[src/rtl/round_timer_pkg.sv]
// Shared definitions for round timing: state codes, game-wide defaults and
// two-digit BCD helpers used by the round timer and its neighbours.
package round_timer_pkg;

    localparam int STATE_W = 3;

    typedef enum logic [STATE_W-1:0] {
        ST_IDLE   = 3'd0,
        ST_READY  = 3'd1,
        ST_PLAY   = 3'd2,
        ST_PAUSED = 3'd3,
        ST_OVER   = 3'd4
    } round_state_t;

    // Defaults shared with the clock divider and the game logic.
    localparam int DEF_TICKS_PER_SEC = 50;
    localparam int DEF_ROUND_SECONDS = 60;
    localparam int DEF_PRE_ROUND     = 3;

    typedef struct packed {
        logic [3:0] tens;
        logic [3:0] ones;
    } bcd2_t;

    function automatic bcd2_t to_bcd2(input int unsigned value);
        bcd2_t r;
        r.tens = 4'((value / 32'd10) % 32'd10);
        r.ones = 4'(value % 32'd10);
        return r;
    endfunction

endpackage

[src/rtl/round_timer_tick_edge_detect.sv]
// Rising-edge detector for the divider's game_tick square wave; emits a
// registered one-cycle strobe per rising edge.
module tick_edge_detect (
    input  logic clk_100mhz,
    input  logic reset,
    input  logic in,
    output logic pulse
);

    logic tick_d_r;

    // History register starts low, so a level already high at reset release
    // is taken as the first tick.
    always_ff @(posedge clk_100mhz) begin
        if (reset) begin
            tick_d_r <= 1'b0;
            pulse    <= 1'b0;
        end else begin
            tick_d_r <= in;
            pulse    <= in & ~tick_d_r;
        end
    end

endmodule

[src/rtl/round_timer.sv]
// Round-control timer: prescales game ticks into seconds and sequences
// idle / pre-round countdown / play / paused / game over with BCD digits.
module round_timer
    import round_timer_pkg::*;
#(
    parameter int TICKS_PER_SEC = DEF_TICKS_PER_SEC,
    parameter int ROUND_SECONDS = DEF_ROUND_SECONDS,
    parameter int PRE_ROUND     = DEF_PRE_ROUND
) (
    input  logic               clk_100mhz,
    input  logic               reset,
    input  logic               game_tick,
    input  logic               start,
    input  logic               pause,
    output logic               tick_pulse,
    output logic [STATE_W-1:0] state,
    output logic [3:0]         sec_tens,
    output logic [3:0]         sec_ones,
    output logic               playing,
    output logic               time_up
);

    localparam int          SUB_W      = $clog2(TICKS_PER_SEC);
    localparam logic [SUB_W-1:0] SUB_LAST = SUB_W'(TICKS_PER_SEC - 1);
    localparam logic [SUB_W-1:0] SUB_ZERO = {SUB_W{1'b0}};
    localparam logic [SUB_W-1:0] SUB_ONE  = SUB_W'(1);
    localparam bcd2_t       ROUND_BCD  = to_bcd2(ROUND_SECONDS);
    localparam bcd2_t       PRE_BCD    = to_bcd2(PRE_ROUND);
    localparam bcd2_t       BCD_ONE    = {4'd0, 4'd1};
    localparam bcd2_t       BCD_ZERO   = {4'd0, 4'd0};

    round_state_t     state_r;
    bcd2_t            digits_r;
    logic [SUB_W-1:0] sub_r;
    logic             playing_r;
    logic             time_up_r;
    logic             tick_pulse_s;
    logic             sec_evt_s;

    function automatic bcd2_t bcd_dec(input bcd2_t d);
        bcd2_t r;
        if (d.ones == 4'd0) begin
            r.ones = 4'd9;
            r.tens = d.tens - 4'd1;
        end else begin
            r.ones = d.ones - 4'd1;
            r.tens = d.tens;
        end
        return r;
    endfunction

    tick_edge_detect u_tick_edge (
        .clk_100mhz (clk_100mhz),
        .reset      (reset),
        .in         (game_tick),
        .pulse      (tick_pulse_s)
    );

    assign sec_evt_s = tick_pulse_s && (sub_r == SUB_LAST);

    // Round FSM with the seconds prescaler and display digits.
    always_ff @(posedge clk_100mhz) begin
        if (reset) begin
            state_r   <= ST_IDLE;
            digits_r  <= ROUND_BCD;
            sub_r     <= SUB_ZERO;
            playing_r <= 1'b0;
            time_up_r <= 1'b0;
        end else begin
            time_up_r <= 1'b0;
            case (state_r)
                ST_IDLE: begin
                    playing_r <= 1'b0;
                    if (start) begin
                        state_r  <= ST_READY;
                        digits_r <= PRE_BCD;
                        sub_r    <= SUB_ZERO;
                    end else begin
                        digits_r <= ROUND_BCD;
                    end
                end
                ST_READY: begin
                    if (sec_evt_s) begin
                        sub_r <= SUB_ZERO;
                        if (digits_r.ones == 4'd1) begin
                            state_r   <= ST_PLAY;
                            digits_r  <= ROUND_BCD;
                            playing_r <= 1'b1;
                        end else begin
                            digits_r.ones <= digits_r.ones - 4'd1;
                        end
                    end else if (tick_pulse_s) begin
                        sub_r <= sub_r + SUB_ONE;
                    end else begin
                        sub_r <= sub_r;
                    end
                end
                ST_PLAY: begin
                    // Expiry beats pause; a non-expiring second still counts down.
                    if (sec_evt_s) begin
                        sub_r <= SUB_ZERO;
                        if (digits_r == BCD_ONE) begin
                            state_r   <= ST_OVER;
                            digits_r  <= BCD_ZERO;
                            playing_r <= 1'b0;
                            time_up_r <= 1'b1;
                        end else begin
                            digits_r <= bcd_dec(digits_r);
                            if (pause) begin
                                state_r   <= ST_PAUSED;
                                playing_r <= 1'b0;
                            end else begin
                                playing_r <= 1'b1;
                            end
                        end
                    end else begin
                        if (tick_pulse_s) begin
                            sub_r <= sub_r + SUB_ONE;
                        end else begin
                            sub_r <= sub_r;
                        end
                        if (pause) begin
                            state_r   <= ST_PAUSED;
                            playing_r <= 1'b0;
                        end else begin
                            playing_r <= 1'b1;
                        end
                    end
                end
                ST_PAUSED: begin
                    // Sub-counter is held so the partial second resumes.
                    if (!pause) begin
                        state_r   <= ST_PLAY;
                        playing_r <= 1'b1;
                    end else begin
                        playing_r <= 1'b0;
                    end
                end
                ST_OVER: begin
                    playing_r <= 1'b0;
                    if (start) begin
                        state_r  <= ST_READY;
                        digits_r <= PRE_BCD;
                        sub_r    <= SUB_ZERO;
                    end else begin
                        digits_r <= BCD_ZERO;
                    end
                end
                default: begin
                    state_r   <= ST_IDLE;
                    digits_r  <= ROUND_BCD;
                    sub_r     <= SUB_ZERO;
                    playing_r <= 1'b0;
                end
            endcase
        end
    end

    assign tick_pulse = tick_pulse_s;
    assign state      = state_r;
    assign sec_tens   = digits_r.tens;
    assign sec_ones   = digits_r.ones;
    assign playing    = playing_r;
    assign time_up    = time_up_r;

endmodule

[config.mk]
export PLATFORM = sky130hd
export DESIGN_NAME = round_timer
export DESIGN_NICKNAME = d
export VERILOG_FILES = /design/src/rtl/round_timer_pkg.sv /design/src/rtl/round_timer_tick_edge_detect.sv /design/src/rtl/round_timer.sv
export SDC_FILE = /design/constraint.sdc
export NUM_CORES = 1
export LEC_CHECK = 0
export BUFFER_PORTS_ARGS = -buffer_cell sky130_fd_sc_hd__buf_4
export CAP_MARGIN = 20
export CORE_AREA = 2 2 66 68
export DETAILED_ROUTE_END_ITERATION = 8
export DIE_AREA = 0 0 68 70
export GPL_TIMING_DRIVEN = 0
export RECOVER_POWER = 100
export SKIP_LAST_GASP = 1
export SLEW_MARGIN = 20
export SYNTH_ARGS = -nofsm -noshare
export SYNTH_HDL_FRONTEND = slang
export SYNTH_HIERARCHICAL = 1
export SYNTH_SLANG_ARGS = --single-unit
[constraint.sdc]
create_clock -name clk_100mhz -period 1.7 [get_ports clk_100mhz]
set_input_delay 0.085 -clock clk_100mhz [delete_from_list [all_inputs] [get_ports clk_100mhz]]
set_output_delay 0.085 -clock clk_100mhz [all_outputs]
set_load 0.005 [all_outputs]
==> run metrics <==
Seq/Total Area, Yosys 31.2%; RSZ-0062 raised after global routing yes; worst setup margin -0.109 ns; synth unique cells 57; GRT overflow 0; die footprint 4760 um2; Critical Path Source Type flop; clock-pin slew on the worst setup and hold paths 0.08 ns; Final GP Congestion 0.891; Relative slew margins 64.9%; dominant synthesized flop cell dfxtp_1; Hold Vio Cnt, Final 0; ANT cells 0; net count after synthesis 172; FMAX 553 MHz; outcome complete, but fails checks; worst setup path start state[0]; CP Max Fanout 9; post-synthesis xor/xnor area fraction 3.90%; share of cells above drive strength 1 42.0%; Die W 68 um; critical path's slowest cell dfxtp_1; Buf/Inv on CP 0; 1st-pass router iterations 4; fill cell total of the finished layout 426; Worst EP required 1.86 ns; Skew-Pair Late Insertion Delay 0.27 ns; Slew @ Worst Pin 0.527 ns; GRT Util Overall 15.6%; Worst path max stage delay 0.44 ns; Antenna Violating Nets Remaining 0; WS Path Type flop to flop; hpwl dp 2400 um; antenna violations before repair 0; Mapped Area 1350 um2; Power Dens Cells 627 nW/um2; crit-path cells or3b_4, a211oi_2, o21bai_4, nor2_2, a2111o_1; # setup viols final 4; post-route DRC violation count 0; TritonCTS Buffers 3; worst hold path type input pin to flop; number of H-tree levels 1; largest family of logic cells by synthesized area simple AND/OR/NAND/NOR gates; Final #Nets 213; vias per cell 5.18; number of enable flip-flop cells after synthesis 0; LEAKAGE 0.698 nW; largest net degree at the start of global routing 13; VDD IR-drop max 0.267 mV; drt initial violations 45; Via Count 1305; input/output buffers 18; first-pass GRT wire length 5660 um; final core area utilization 46.7%; synth-to-layout area growth 43.7%; skew final 0.00252 ns; delay-heaviest family, CP compound AO/OA/AOI/OAI gates; CTS Sinks 21; # Max-Cap Violations 0; CTS tree yes; asr flop ratio synth 0%; initial core utilization 32.5%; Arr. time, crit path 1.97 ns; YS warnings 6; final hold slack 0.0486 ns; vias in the first global route 1213; Syn Area/Cell 8.42 um2; Routed WL 3560 um; Post-Synth Adder-Cell Area 7.24%; Core Box Area 4140 um2; Pins Over Slew Limit 0; Crit. End Element flop; clock buffer depth 2; routed len/inst 14.1 um; #FFs+latches synth 21; Ports 19; num rows 24; Clock Tree Root clkbuf_8; min-delay src game_tick; Period minus WS final 1.81 ns; Die H 70 um; Synth Area in Compound Gates 26.4%; post-synthesis mux area share 0%; fin crit share 106%; simple logic cell fraction of the synthesized area 26.4%; violated checks setup timing; Synth Instances 160; RR Startpoint state[0]
[Yosys cell counts (2+ instances only)]
cell      number  area (um2)
dfxtp_1       21         420
nor2_1        20        75.1
nand2_1       13        48.8
inv_1          9        33.8
ha_1           7        87.6
nor3_1         7        35.0
a211oi_1       5        37.5
a21oi_1        5        25.0
nand2b_1       5        31.3
xnor2_1        5        43.8
nor3b_1        4        30.0
o21ai_1        4        20.0
o21ai_0        3        15.0
a32oi_1        2        17.5
buf_2          2        10.0
nand3_1        2        10.0
nand3b_1       2        15.0
o211ai_1       2        15.0
o31a_1         2        17.5
o31ai_1        2        15.0
or3b_1         2        17.5
[through the flow]
| stage | worst slack, ns | std cells | power, mW | area (um2) | setup TNS (ns) |
|---|---|---|---|---|---|
| 5_1_grt | -0.270 | 252 | 1.28 | 1940 | -1.19 |
| 3_3_place_gp | -0.209 | 230 | 0.793 | 1590 | -1.63 |
| 3_5_place_dp | -0.232 | 230 | 0.796 | 1590 | -1.78 |
| 2_1_floorplan | -0.115 | 160 | 0.717 | 1390 | -0.196 |
| 6_report | -0.109 | 252 | 1.21 | 1940 | -0.357 |
| 4_1_cts | -0.155 | 243 | 1.17 | 1750 | -0.285 |
[final cells by class]
| cell class | count | area (um2) | area share (%) |
|---|---|---|---|
| well taps | 52 | 65.1 | 3.36 |
| multi-input cells | 124 | 1050 | 54.0 |
| inverters | 10 | 42.5 | 2.20 |
| clock buffers | 3 | 41.3 | 2.13 |
| plain buffers | 5 | 38.8 | 2.00 |
| repair buffers | 36 | 267 | 13.8 |
| clock inverters | 1 | 5.00 | 0.258 |
| flip-flops and latches | 21 | 432 | 22.3 |
[routing by layer]
metal  vias to the layer above  part of all wire [%]  GRT usage [%]
met5                         -                     0              0
met4                         0                   2.3           6.44
met3                         9                   2.7           1.93
met2                        18                    50           25.6
met1                       608                    45           20.2
li1                        670                     -              -
[final timing paths]
path | end | slack [ns] | depth (start not counted)
max | sec_tens[1] | -0.11 | 5
min | u_tick_edge/tick_d_r | 0.05 | 2
max reg2reg | sec_tens[1] | -0.11 | 5
min reg2reg | u_tick_edge/pulse | 0.39 | 1
[report_power, final]
| part | internal, mW | leakage, nW | switching, mW |
|---|---|---|---|
| Combinational | 0.163 | 0.499 | 0.157 |
| Clock | 0.164 | 0.0255 | 0.179 |
| Sequential | 0.514 | 0.173 | 0.0369 |
[worst register-to-register path, cell delays in order, from the launching register on]
cell      delay [ns]
dfxtp_1         0.44
or3b_4          0.43
a211oi_2        0.23
o21bai_4        0.18
nor2_2          0.04
a2111o_1        0.38
[placed cells by master, fill, tap and decap left out, types with 2 or more instances in the layout]
cell	netlist	layout
ha_4	0	3
buf_4	0	29
a2111oi_4	1	2
a21oi_1	5	4
or3b_4	0	3
a211oi_2	1	3
nor3b_2	1	2
nand3b_1	2	2
nand3_1	2	2
nand2b_1	5	5
inv_4	0	2
nor3_1	7	6
o21ai_0	3	3
clkbuf_8	0	3
nor2_1	20	16
dfxtp_4	0	3
nand2_1	13	12
ha_1	7	4
o31a_1	2	2
nor3b_4	0	2
xnor2_1	5	5
inv_2	1	3
dfxtp_1	21	18
nor2_2	1	5
buf_6	1	2
clkbuf_1	1	2
inv_1	9	5
a211oi_1	5	3
o21ai_1	4	3
clkbuf_4	0	7
a32oi_1	2	2
o211ai_1	2	2
[timing repair]
| action | 4_1_cts | 5_1_grt |
|---|---|---|
| endpoints found under the hold margin | 0 | 0 |
| endpoints found under the setup margin | 14 | 15 |
| hold buffers | 0 | 0 |
| gates resized for setup | 15 | 26 |
| pin swaps | 7 | 9 |
| gates cloned | 0 | 0 |
| setup buffers | 9 | 9 |
[cells by family (layout without fill, tap and decap cells)]
kind of cell | after synthesis | in the layout
buffers and inverters | 15 | 55
adder cells (fa/ha/maj) | 8 | 8
AO/OA/AOI/OAI | 44 | 44
XOR/XNOR | 6 | 6
AND/OR/NAND/NOR | 66 | 66
flip-flops | 21 | 21
[state kept, by name, summed over array words and instances, names as in the netlist]
name / cells
sub_r: 6
sec_ones: 4
sec_tens: 4
state: 3
playing: 1
time_up: 1
u_tick_edge/pulse: 1
u_tick_edge/tick_d_r: 1
Note: power is estimated with default switching activity, not from simulation.
